==> config.mk <==
export PLATFORM = sky130hd
export DESIGN_NAME = tinker_fetch_queue
export DESIGN_NICKNAME = d
export VERILOG_FILES = /design/src/rtl/tinker_fetch_queue.sv
export SDC_FILE = /design/constraint.sdc
export NUM_CORES = 1
export LEC_CHECK = 0
export ABC_AREA = 1
export CAP_MARGIN = 30
export CORE_MARGIN = 8
export CORE_UTILIZATION = 51
export DETAILED_ROUTE_END_ITERATION = 10
export PLACE_DENSITY = 0.89
export SKIP_CTS_REPAIR_TIMING = 1
export SYNTH_ARGS = -nofsm -noshare
export SYNTH_HDL_FRONTEND = slang
export SYNTH_SLANG_ARGS = --single-unit
==> constraint.sdc <==
create_clock -name clk -period 5.84 [get_ports clk]
set_clock_uncertainty 0.15 [all_clocks]
set_input_delay 1.752 -clock clk [delete_from_list [all_inputs] [get_ports clk]]
set_output_delay 1.752 -clock clk [all_outputs]
set_load 0.1 [all_outputs]
==> src/rtl/tinker_fetch_queue.sv <==
// Instruction prefetch queue: issues sequential 32-bit reads (one outstanding at a time)
// and buffers {pc, word} pairs in an in-order FIFO for the decoder.
module tinker_fetch_queue #(
  parameter int          DEPTH    = 4,
  parameter logic [63:0] RESET_PC = 64'h2000
) (
  input  logic                     clk,
  input  logic                     reset,
  output logic                     imem_req_valid,
  input  logic                     imem_req_ready,
  output logic [63:0]              imem_addr,
  input  logic                     imem_resp_valid,
  input  logic [31:0]              imem_resp_data,
  input  logic                     redirect_valid,
  input  logic [63:0]              redirect_pc,
  input  logic                     halt,
  output logic                     inst_valid,
  input  logic                     inst_ready,
  output logic [31:0]              inst_data,
  output logic [63:0]              inst_pc,
  output logic [$clog2(DEPTH):0]   count,
  output logic [1:0]               dbg_state
);

  // Handshakes: a transfer happens in any cycle where valid && ready are both high at the
  // rising edge; valid never depends on ready. imem_resp_valid has no ready (always accepted).

  localparam int PW = $clog2(DEPTH);
  localparam logic [PW:0] DEPTH_C = (PW + 1)'(DEPTH);

  localparam logic [1:0] ST_RUN  = 2'd0;
  localparam logic [1:0] ST_WAIT = 2'd1;
  localparam logic [1:0] ST_DROP = 2'd2;

  logic [1:0]    state_q, state_d;
  logic [63:0]   fetch_pc_q, fetch_pc_d;
  logic [63:0]   req_pc_q, req_pc_d;
  logic [PW-1:0] rd_ptr_q, rd_ptr_d;
  logic [PW-1:0] wr_ptr_q, wr_ptr_d;
  logic [PW:0]   count_q, count_d;

  logic [63:0]   pc_mem   [DEPTH];
  logic [31:0]   data_mem [DEPTH];

  logic req_fire;
  logic push;
  logic pop;

  // Space is reserved at issue time, so a returning word always has a slot.
  assign imem_req_valid = !reset && (state_q == ST_RUN) && !halt && (count_q < DEPTH_C);
  assign req_fire       = imem_req_valid && imem_req_ready;
  assign push           = (state_q == ST_WAIT) && imem_resp_valid && !redirect_valid;
  assign pop            = inst_valid && inst_ready && !redirect_valid;

  assign imem_addr  = fetch_pc_q;
  assign inst_valid = (count_q != '0);
  assign inst_data  = inst_valid ? data_mem[rd_ptr_q] : 32'd0;
  assign inst_pc    = inst_valid ? pc_mem[rd_ptr_q]   : 64'd0;
  assign count      = count_q;
  assign dbg_state  = state_q;

  always_comb begin
    state_d    = state_q;
    fetch_pc_d = fetch_pc_q;
    req_pc_d   = req_pc_q;
    rd_ptr_d   = rd_ptr_q;
    wr_ptr_d   = wr_ptr_q;
    count_d    = count_q;

    case (state_q)
      ST_RUN:  if (req_fire) state_d = ST_WAIT;
      ST_WAIT: if (imem_resp_valid) state_d = ST_RUN;
      ST_DROP: if (imem_resp_valid) state_d = ST_RUN;
      default: state_d = ST_RUN;
    endcase

    if (req_fire) begin
      req_pc_d   = fetch_pc_q;
      fetch_pc_d = fetch_pc_q + 64'd4;
    end
    if (push) wr_ptr_d = wr_ptr_q + PW'(1);
    if (pop)  rd_ptr_d = rd_ptr_q + PW'(1);
    if (push && !pop)      count_d = count_q + (PW + 1)'(1);
    else if (pop && !push) count_d = count_q - (PW + 1)'(1);

    // A redirect wins over everything: flush, retarget, and mark any in-flight read stale.
    if (redirect_valid) begin
      fetch_pc_d = {redirect_pc[63:2], 2'b00};
      rd_ptr_d   = '0;
      wr_ptr_d   = '0;
      count_d    = '0;
      if (state_q == ST_RUN) state_d = req_fire ? ST_DROP : ST_RUN;
      else                   state_d = imem_resp_valid ? ST_RUN : ST_DROP;
    end
  end

  always_ff @(posedge clk or posedge reset) begin
    if (reset) begin
      state_q    <= ST_RUN;
      fetch_pc_q <= RESET_PC;
      req_pc_q   <= '0;
      rd_ptr_q   <= '0;
      wr_ptr_q   <= '0;
      count_q    <= '0;
    end else begin
      state_q    <= state_d;
      fetch_pc_q <= fetch_pc_d;
      req_pc_q   <= req_pc_d;
      rd_ptr_q   <= rd_ptr_d;
      wr_ptr_q   <= wr_ptr_d;
      count_q    <= count_d;
    end
  end

  // Storage needs no reset: entries are only visible through inst_valid.
  always_ff @(posedge clk) begin
    if (push) begin
      pc_mem[wr_ptr_q]   <= req_pc_q;
      data_mem[wr_ptr_q] <= imem_resp_data;
    end
  end

endmodule
==> results of run 1 <==
cells by family (layout without fill, tap and decap cells):
logic type,after synthesis,after routing,share of synthesized area [%]
fa+ha+maj,8,8,0.487
xor+xnor,17,17,0.673
simple gates,977,977,17.7
flops,509,509,66.1
compound gates,440,440,10.3
other cells,1,4,0.0170
buf+inv,259,530,4.77
cell usage in the layout, fill, tap and decap left out, types with 8 or more instances in the layout:
cell type / count
a21oi_1: 40
a21oi_2: 60
buf_12: 12
buf_4: 104
bufinv_16: 10
clkbuf_1: 8
clkbuf_16: 51
clkdlybuf4s50_1: 167
dfrtp_1: 130
edfxtp_1: 376
inv_1: 143
nand2_1: 374
nand2_2: 12
nand3_1: 78
nor2_1: 483
nor2_2: 10
o211ai_1: 8
o21ai_0: 294
o21ai_1: 20
o21bai_1: 10
xor2_1: 16
stage by stage:
stage | area (sq um) | TNS [ns] | utilization [%] | power [mW] | worst slack [ns]
floorplan | 22400 | -411.25 | - | 9.69 | -1.09
global placement | 25400 | 0 | 59.0 | 11.2 | 1.10
detailed placement | 25400 | 0 | 59.1 | 11.4 | 1.08
CTS | 27200 | 0 | 63.3 | 14.8 | 0.861
global route | 27200 | 0 | 63.3 | 15.3 | 0.763
finish | 27200 | 0 | 63.3 | 14.8 | 0.909
state kept, by name, indices dropped and copies added, names as in the netlist:
| register | count |
|---|---|
| pc_mem | 248 |
| data_mem | 128 |
| imem_addr | 62 |
| req_pc_q | 62 |
| count | 3 |
| dbg_state | 2 |
| rd_ptr_q | 2 |
| wr_ptr_q | 2 |
power groups by stage:
stage	Clock, mW	Combinational, mW	Sequential, mW
final	3.47	6.31	5.03
after global routing	3.65	6.58	5.06
after CTS	3.50	6.34	5.00
after detailed placement	0	6.30	5.06
after global placement	0	6.15	5.00
after floorplan	0	4.33	5.36
critical path, cell delays in order, from the launching register on:
cell and delay (ns):
dfrtp_4 0.87, inv_2 0.31, buf_4 0.36, nor2_1 0.16, o21ai_0 0.10, a21oi_1 0.25
buf_4 0.35
area by class of cell:
cell class                 count  area (sq um)
fill                        3181         15800
multi-input combinational   1446          6720
clock buffer                  59          1310
sequential                   509         14600
clock inverter                34           485
timing repair buffer         286          2750
inverter                     151           574
tap                          585           732
layer usage:
metal	GRT usage, %	up-vias
met3	5.20	123
met1	32.4	8293
li1	-	7890
met5	0	-
met4	8.44	0
met2	39.8	806
worst max path at each step:
stage | from | endpoint | slack, ns | depth (start not counted)
final | rd_ptr_q[1]$_DFFE_PP0P_ | inst_data[19] | 0.91 | 6
after global routing | rd_ptr_q[1]$_DFFE_PP0P_ | inst_data[19] | 0.76 | 6
after CTS | rd_ptr_q[1]$_DFFE_PP0P_ | inst_data[19] | 0.86 | 6
after detailed placement | reset | imem_req_valid | 1.08 | 3
after global placement | reset | imem_req_valid | 1.10 | 3
after floorplan | redirect_valid | data_mem[0][0]$_DFFE_PP_ | -1.09 | 4
==> results by group, run 1 <==
Status
  • Outcome: complete, no violations

Pwr
  • Internal Power: a little under 8 mW
  • Sequential power share: 33.9%
  • Sw Pwr: 6.97 mW
  • Static Leak: 10.5 nW
  • Switching power share of the total: a little under half
  • Clock share of power: a little under a quarter
  • P per Cell Area: approximately 540 nW/um^2
  • Part of the power in combinational logic: about 43%
  • Maximum vdd drop: about 0.53 mV

Logic synthesis
  • Most common cell in the synthesized netlist: nor2_1
  • Commonest cells post-synth: nor2_1 (487), edfxtp_1 (376), nand2_1 (374)
  • Asr flop ratio synth: 26.1%
  • Yosys warnings: 0
  • Synth cell types: 37
  • Largest cells by area after synthesis: edfxtp_1 (51%), dfrtp_1 (15%), nor2_1 (8.3%)
  • Primary FF master, synth: edfxtp_1
  • Area share of the largest cell type after synthesis: between 50% and 60%
  • Post-Synthesis Cells: ~2200
  • EDFF count, synth: approximately 380
  • Number of synthesized register bits: 509
  • Syn Std Cell Area: about 22000 sq um
  • Avg Cell Area, Syn: between 10 and 15 sq um
  • Seq/Total Area, Yosys: roughly 66%
  • Dominant cell type by area after synthesis: edfxtp_1

CTS
  • CTS root buf: clkbuf_16
  • CTS clk-pin slew, worst paths: approximately 0.060 ns
  • Longest Clk Path Bufs: 3
  • CTS H-tree depth: 2
  • Worst-Skew Late Latency: around 0.60 ns
  • Clk sinks: between 500 and 600
  • CTS tree: built
  • CTS buffer count: 51

Setup path
  • Kind of critical path: register to primary output
  • Reg2reg end: imem_addr[31]$_DFFE_PP0P_
  • Critical Path Source Type: register
  • Required time of the worst setup path: 3.94 ns
  • Flop-to-flop setup slack: approximately 3 ns
  • Reg2reg path depth: 10
  • Arrival time at the worst endpoint: just over 3 ns
  • Critical Path Sink Type: primary output
  • Worst r2r src: dbg_state[0]$_DFFE_PP0P_
  • CP Max Fanout: 50

Layout
  • Final cell count without fillers: 3070
  • Antenna diode count: 0
  • Share of cells above drive strength 1: 12.2%
  • Final #Nets: about 2600
  • P&R area growth vs syn: 23.0%

Floorplanning
  • Core Area: around 43000 sq um
  • I/O pin total: 270
  • Die ar.: between 50000 and 60000 sq um
  • DIE WIDTH: 224 microns
  • Die Ht: ~220 microns
  • Cell row count: 76
  • Starting Density: between 50 and 60%

Timing
  • Maximum clock rate: a little over 200 MHz
  • Slew @ Worst Pin: just over 1 ns
  • Hold WS: approximately 0.37 ns
  • # setup viols final: 0
  • RSZ-0062 raised after global routing: no
  • Final max-slew violation count: 0
  • Period minus WS final: ~5 ns
  • Slew Limit Headroom: between 30% and 40%
  • Final clock period utilization by the worst path: between 80% and 90%
  • Final hold viol count: 0

Run
  • Max_cap viols: 0

Drt
  • First-pass DRT Iterations: 5
  • Detailed-route wire length per cell: 20.5 microns
  • Met3 Wirelength: approximately 5.6 mm
  • Initial DRC Count: roughly 1800
  • Post-Route WL: roughly 63 mm
  • Vias per inst: about 5.6
  • Vias after detailed routing: between 15000 and 20000
  • M1 WL: 25.4 mm
  • # DRC: 0
  • DR WL met2: roughly 30 mm
  • Antenna violation net count after detailed routing: 0
  • Uppermost layer routed: met4

Global route
  • Number of global-route vias before repair: 16800
  • Grt ovf: 0
  • Initial antenna violation count: 0
  • Largest net degree at the start of global routing: between 150 and 200
  • Global-route wire length before repair: just under 100 mm
  • GRT Total Usage: approximately a quarter

Min path
  • Hold Path Class: register to register
  • Hold Path Stages: 0
  • Hold Startpoint: req_pc_q[12]$_DFFE_PP0P_
  • Worst min-delay path endpoint: pc_mem[0][12]$_DFFE_PP_

Placement
  • Final HPWL DP: 41.5 mm
  • Placed insts: 2977
  • Gpl congestion: approximately 0.93
  • PortBufs: around 260
Power figures use the tool's default switching activity.
==> run 2: changes to the inputs <==
Settings changed: CORE_UTILIZATION 51 to 55, PLACE_DENSITY 0.89 to 0.91.
Clock period 5.84 ns to 5 ns, I/O delays scaled along.
==> results by group, run 2 (synthesis results as in run 1) <==
Setup path
  • Worst r2r src: dbg_state[0]$_DFFE_PP0P_
  • Kind of critical path: register to primary output
  • Reg2reg end: imem_addr[43]$_DFFE_PP0P_
  • Arrival time at the worst endpoint: roughly 3.0 ns
  • CP Max Fanout: 39
  • Critical Path Sink Type: primary output
  • Critical Path Source Type: register
  • Required time of the worst setup path: ~3.4 ns
  • Reg2reg path depth: 11
  • Flop-to-flop setup slack: about 2.2 ns

Floorplanning
  • Core Area: between 30000 and 40000 sq um
  • I/O pin total: 270
  • Cell row count: 73
  • Die ar.: roughly 47000 sq um
  • DIE WIDTH: about 220 microns
  • Die Ht: between 200 and 250 microns
  • Starting Density: between 50% and 60%

Layout
  • Max FFs per register: 248
  • Commonest non-fill, non-tap cell in the layout: nor2_1
  • Share of cells above drive strength 1: about 11%
  • Final #Nets: roughly 2600
  • Fillers: 2671
  • Final Core Density: between 60% and 70%
  • Reg with most FFs: pc_mem
  • P&R area growth vs syn: 24.5%
  • Top flop regs: pc_mem: 248 flops, data_mem: 128 flops
  • Commonest non-fill, non-tap cells in the layout: nor2_1 (483), edfxtp_1 (376), nand2_1 (374)
  • Final instance area: around 28000 sq um

Pwr
  • Sequential power share: between 30% and 40%
  • Switching power share of the total: between 40% and 50%
  • P per Cell Area: roughly 640 nW/um^2
  • Sw Pwr: 8.24 mW
  • Maximum vdd drop: between 0.4 and 0.5 mV
  • Static Leak: about 11 nW
  • Part of the power in combinational logic: around 46%
  • Clock share of power: between 20% and 30%
  • Internal Power: around 9.4 mW

Drt
  • Vias per inst: between 5 and 6
  • First-pass DRT Iterations: 6
  • Initial DRC Count: 2131
  • Post-Route WL: approximately 64 mm
  • Antenna violation net count after detailed routing: 0
  • # DRC: 0
  • Vias after detailed routing: 17300
  • Detailed-route wire length per cell: between 20 and 25 microns

Placement
  • Dpl cell area: 26000 sq um
  • Gpl congestion: around 0.98
  • Final HPWL DP: roughly 41 mm
  • PortBufs: between 200 and 300

Timing
  • Final clock period utilization by the worst path: about 92%
  • Slew @ Worst Pin: 1.04 ns
  • Final hold viol count: 0
  • Maximum clock rate: ~220 MHz
  • Period minus WS final: between 4 and 5 ns
  • RSZ-0062 raised after global routing: no
  • Final max-slew violation count: 0
  • Slew Limit Headroom: 30.6%
  • # setup viols final: 0

Global route
  • Initial antenna violation count: 1
  • Largest net degree at the start of global routing: 190
  • GRT Total Usage: 26.3%
  • Grt ovf: 0
  • Number of global-route vias before repair: between 15000 and 20000
  • Global-route wire length before repair: 96.8 mm

Min path
  • Hold Path Stages: 0
  • Hold Path Class: register to register
  • Worst min-delay path endpoint: pc_mem[0][41]$_DFFE_PP_
  • Hold Startpoint: req_pc_q[41]$_DFFE_PP0P_

Run
  • Max_cap viols: 0

CTS
  • CTS tree: built
  • CTS root buf: clkbuf_16
  • CTS buffer count: between 40 and 50
  • Worst-Skew Late Latency: just under 0.6 ns
  • CTS clk-pin slew, worst paths: approximately 0.070 ns
  • Clk sinks: 509
  • CTS H-tree depth: 2
  • Longest Clk Path Bufs: 3

Status
  • Outcome: complete, no violations
-- run 2: cell types whose count changed in the layout (fill, tap and decap cells not counted), moves of 2 or more --
cell | previous run | this run
clkbuf_1 | 8 | 10
bufinv_16 | 10 | 3
inv_4 | 3 | 1
buf_12 | 12 | 73
clkinv_4 | 1 | 3
a21oi_2 | 60 | 36
a21oi_1 | 40 | 64
inv_6 | 4 | 2
clkinv_2 | 6 | 11
buf_4 | 104 | 45
buf_16 | 2 | 0
-- run 2: routing by layer --
metal  part of all wire (%)  vias to the layer above  track usage [%]
met4                    2.7                        0             8.14
li1                       -                     7861                -
met3                    9.3                      108             4.76
met2                     48                      951             42.8
met5                      0                        -                0
met1                     40                     8389             35.8
-- run 2: metrics by stage --
stage | setup TNS [ns] | hold WS [ns] | total power [mW] | worst slack (ns) | cells
floorplan | -15.29 | 0.326 | 11.2 | -0.275 | 2214
global placement | 0 | 0.335 | 13.8 | 0.769 | 2917
detailed placement | 0 | 0.355 | 14.1 | 0.737 | 2917
CTS | 0 | 0.373 | 17.7 | 0.399 | 3007
global route | 0 | 0.382 | 18.2 | 0.252 | 3007
finish | 0 | 0.374 | 17.7 | 0.386 | 3008
-- run 2: how the worst max path moves through the flow --
stage / from / slack (ns) / to / cells past startpoint
4_1_cts: count[2]$_DFFE_PP0P_ / 0.40 / inst_pc[14] / 6
2_1_floorplan: count[0]$_DFFE_PP0P_ / -0.28 / inst_pc[11] / 6
3_5_place_dp: reset / 0.74 / imem_req_valid / 3
5_1_grt: count[2]$_DFFE_PP0P_ / 0.25 / inst_pc[14] / 6
6_report: count[2]$_DFFE_PP0P_ / 0.39 / inst_pc[14] / 6
3_3_place_gp: reset / 0.77 / imem_req_valid / 3
-- run 2: layout make-up --
class	count	area [sq um]	area share [%]
sequential	509	14600	53.1
multi-input combinational	1446	6640	24.1
timing repair buffer	286	3480	12.6
clock buffer	60	1290	4.68
tap	525	657	2.39
inverter	151	574	2.09
clock inverter	30	269	0.977
antenna	1	2.50	0.00909
-- run 2: power groups by stage --
| stage | registers (mW) | clock network [mW] | logic [mW] |
|---|---|---|---|
| floorplan | 6.24 | 0 | 5.00 |
| detailed placement | 5.89 | 0 | 8.18 |
| global route | 5.89 | 3.80 | 8.52 |
| CTS | 5.81 | 3.63 | 8.22 |
| global placement | 5.81 | 0 | 8.03 |
| finish | 5.85 | 3.61 | 8.20 |
-- run 2: worst max-delay path, stage by stage, from the launching register on --
cell	delay (ns)
dfrtp_1	0.46
inv_1	0.11
nand3_2	0.12
clkinv_2	0.58
buf_4	0.49
a21oi_1	0.36
buf_12	0.23
==> run 3: changes to the inputs <==
Settings changed: SLEW_MARGIN set to 20.
==> results of run 3 <==
Same layout as run 2: the final DEF is identical, and so are final timing and power.
==> patch: new RTL, config.mk and constraints of run 2 <==
Register the output `dbg_state` once more, cleared by the reset; this adds one clock of latency there. The other outputs are not delayed to match.
--- a/src/rtl/tinker_fetch_queue.sv
+++ b/src/rtl/tinker_fetch_queue.sv
@@ -57,7 +57,13 @@
   assign inst_data  = inst_valid ? data_mem[rd_ptr_q] : 32'd0;
   assign inst_pc    = inst_valid ? pc_mem[rd_ptr_q]   : 64'd0;
   assign count      = count_q;
-  assign dbg_state  = state_q;
+  always_ff @(posedge clk or posedge reset) begin
+    if (reset) begin
+      dbg_state <= '0;
+    end else begin
+      dbg_state <= state_q;
+    end
+  end
 
   always_comb begin
     state_d    = state_q;
Formal check against the unedited RTL: not equivalent (Yosys sat finds a counterexample within 4 cycles, from zero or initial values and one cycle with reset high).
==> patch against run 2 <==
Utilization rose by 1.6 points; final area rose by 2.6%; worst setup slack improved by 0.15 ns; routed wire length rose by 5.4%; first-iteration DRC count rose by 9.6%; die area rose by 0.46%; critical path depth fell by 1; sequential share of layout area fell by 1.2 points; total power rose by 4.3%; register-to-register slack got worse by 0.19 ns; sequential cell count rose by 2; synthesized area rose by 0.49%.
==> patch: results (changes against run 2) <==
- Max reg flops: 248 (unchanged)
- Vias: 17,661 (+2.0%)
- Drt initial violations: 2,336 (+9.6%)
- Status: completed
- Worst-path maximum fanout: 69 (+77%)
- DR pass1 iterations: 7 (+1)
- Sequential element share of the synthesized area: 66.0% (-0.099 points)
- CTS buffer count: 48 (-2.0%)
- Top_reg_cell synth: edfxtp_1
- Crit path from: rd_ptr_q[0]$_DFFE_PP0P_
- Fillers: 2,590 (-3.0%)
- Via-to-Cell Ratio: 5.87 (+1.9%)
- Largest cells by area after synthesis: edfxtp_1 (51%), dfrtp_1 (15%), nor2_1 (8.2%), o21ai_0 (6.6%), nand2_1 (6.3%)
- GRT Util Overall: 27.6% (+1.3 points)
- CP arrival: 2.82 ns (-0.14 ns)
- Place WS: 0.702 ns (-0.0346 ns)
- Wirelength per Cell: 22.3 um (+5.3%)
- Peak VDD IR: 0.513 mV (+11%)
- Post-synth ARST share: 26.4% (+0.29 points)
- Largest net degree at the start of global routing: 127 (-33%)
- Synthesized area per cell: 10.0 um^2 (+0.40%)
- HP Start: state_q[1]$_DFFE_PP0P_
- Critical R2R Launch: state_q[1]$_DFFE_PP0P_
- N_diodes: 0 (-1)
- Finished Cell Area: 28,200 um^2 (+2.6%)
- Leakage power: 10.9 nW (+3.3%)
- Wire length of the first global-routing pass: 101 mm (+4.4%)
- GP Congestion: 0.982 (-0.13%)
- Number of global-route vias before repair: 17,355 (+1.9%)
- Final nets: 2,560 (+0.23%)
- Initial antenna violation count: 2 (+1)
- Layout cells sized above 1: 12.3% (+1.1 points)
- Placed cell area: 26,600 um^2 (+2.5%)
- CTS clk-pin slew, worst paths: 0.06 ns
- DP HPWL: 42.6 mm (+3.8%)
- Yosys cell types: 38 (+2.7%)
- Slew HR: 31.4% (+0.82 points)
- Post-synth top cells: nor2_1 (488), edfxtp_1 (376), nand2_1 (371), o21ai_0 (294), inv_1 (144)
- Sw frac: 45.7% (-0.90 points)
- Post-Place Cells: 2,923 (+0.21%)
patch: cell types whose count changed after synthesis, moves of 2 or more:
cell	delta
nand2_4	+7
buf_2	-7
dfrtp_1	+2
nand2_2	-4
clkbuf_1	+4
buf_1	+2
nand2_1	-3
patch: routing by layer:
metal	track usage, %	part of all wire [%]
met2	44.9	48
met4	9.51	3.4
met3	4.88	9.8
met5	0	0.016
met1	37.2	38
patch: cells by family (layout without fill, tap and decap cells):
family	after synthesis	after routing	synth area share, %
DFF	511	511	66.0
AOI/OAI and AO/OA	440	440	10.2
buffers and inverters	258	528	4.70
xor gates and xnor gates	17	17	0.670
adders and majority gates	8	8	0.484
other	1	4	0.0169
and+or+nand+nor	978	978	17.9
patch: worst paths after layout:
| kind | to | slack [ns] | cells past startpoint |
|---|---|---|---|
| max | inst_pc[13] | 0.53 | 5 |
| max reg2reg | imem_addr[16]$_DFFE_PP0P_ | 1.98 | 10 |
| max in group asynchronous | imem_addr[4]$_DFFE_PP0P_ | 2.53 | 3 |
| min reg2reg | dbg_state[1]$_DFF_PP0_ | 0.28 | 0 |
| min | dbg_state[1]$_DFF_PP0_ | 0.28 | 0 |
| min in group asynchronous | count[0]$_DFFE_PP0P_ | 1.34 | 2 |
patch: power by group through the flow:
stage	Clock, mW	Sequential [mW]	Combinational (mW)
floorplan	0	6.27	5.05
global placement	0	5.82	8.55
detailed placement	0	5.90	8.71
CTS	3.78	5.84	8.80
global route	3.95	5.91	9.09
finish	3.77	5.88	8.79
patch: cell type report:
class / instances / area share (%)
Clock buffer: 52 / 4.38
Clock inverter: 35 / 1.31
Inverter: 150 / 2.03
Multi-Input combinational cell: 1447 / 24.0
Sequential cell: 511 / 52.0
Tap cell: 525 / 2.33
Timing Repair Buffer: 291 / 14.0
patch: worst max-delay path, stage by stage, from the launching register on:
cell	delay, ns
dfrtp_4	0.51
inv_4	0.50
buf_4	0.45
o21ai_0	0.21
a21oi_2	0.30
buf_12	0.22
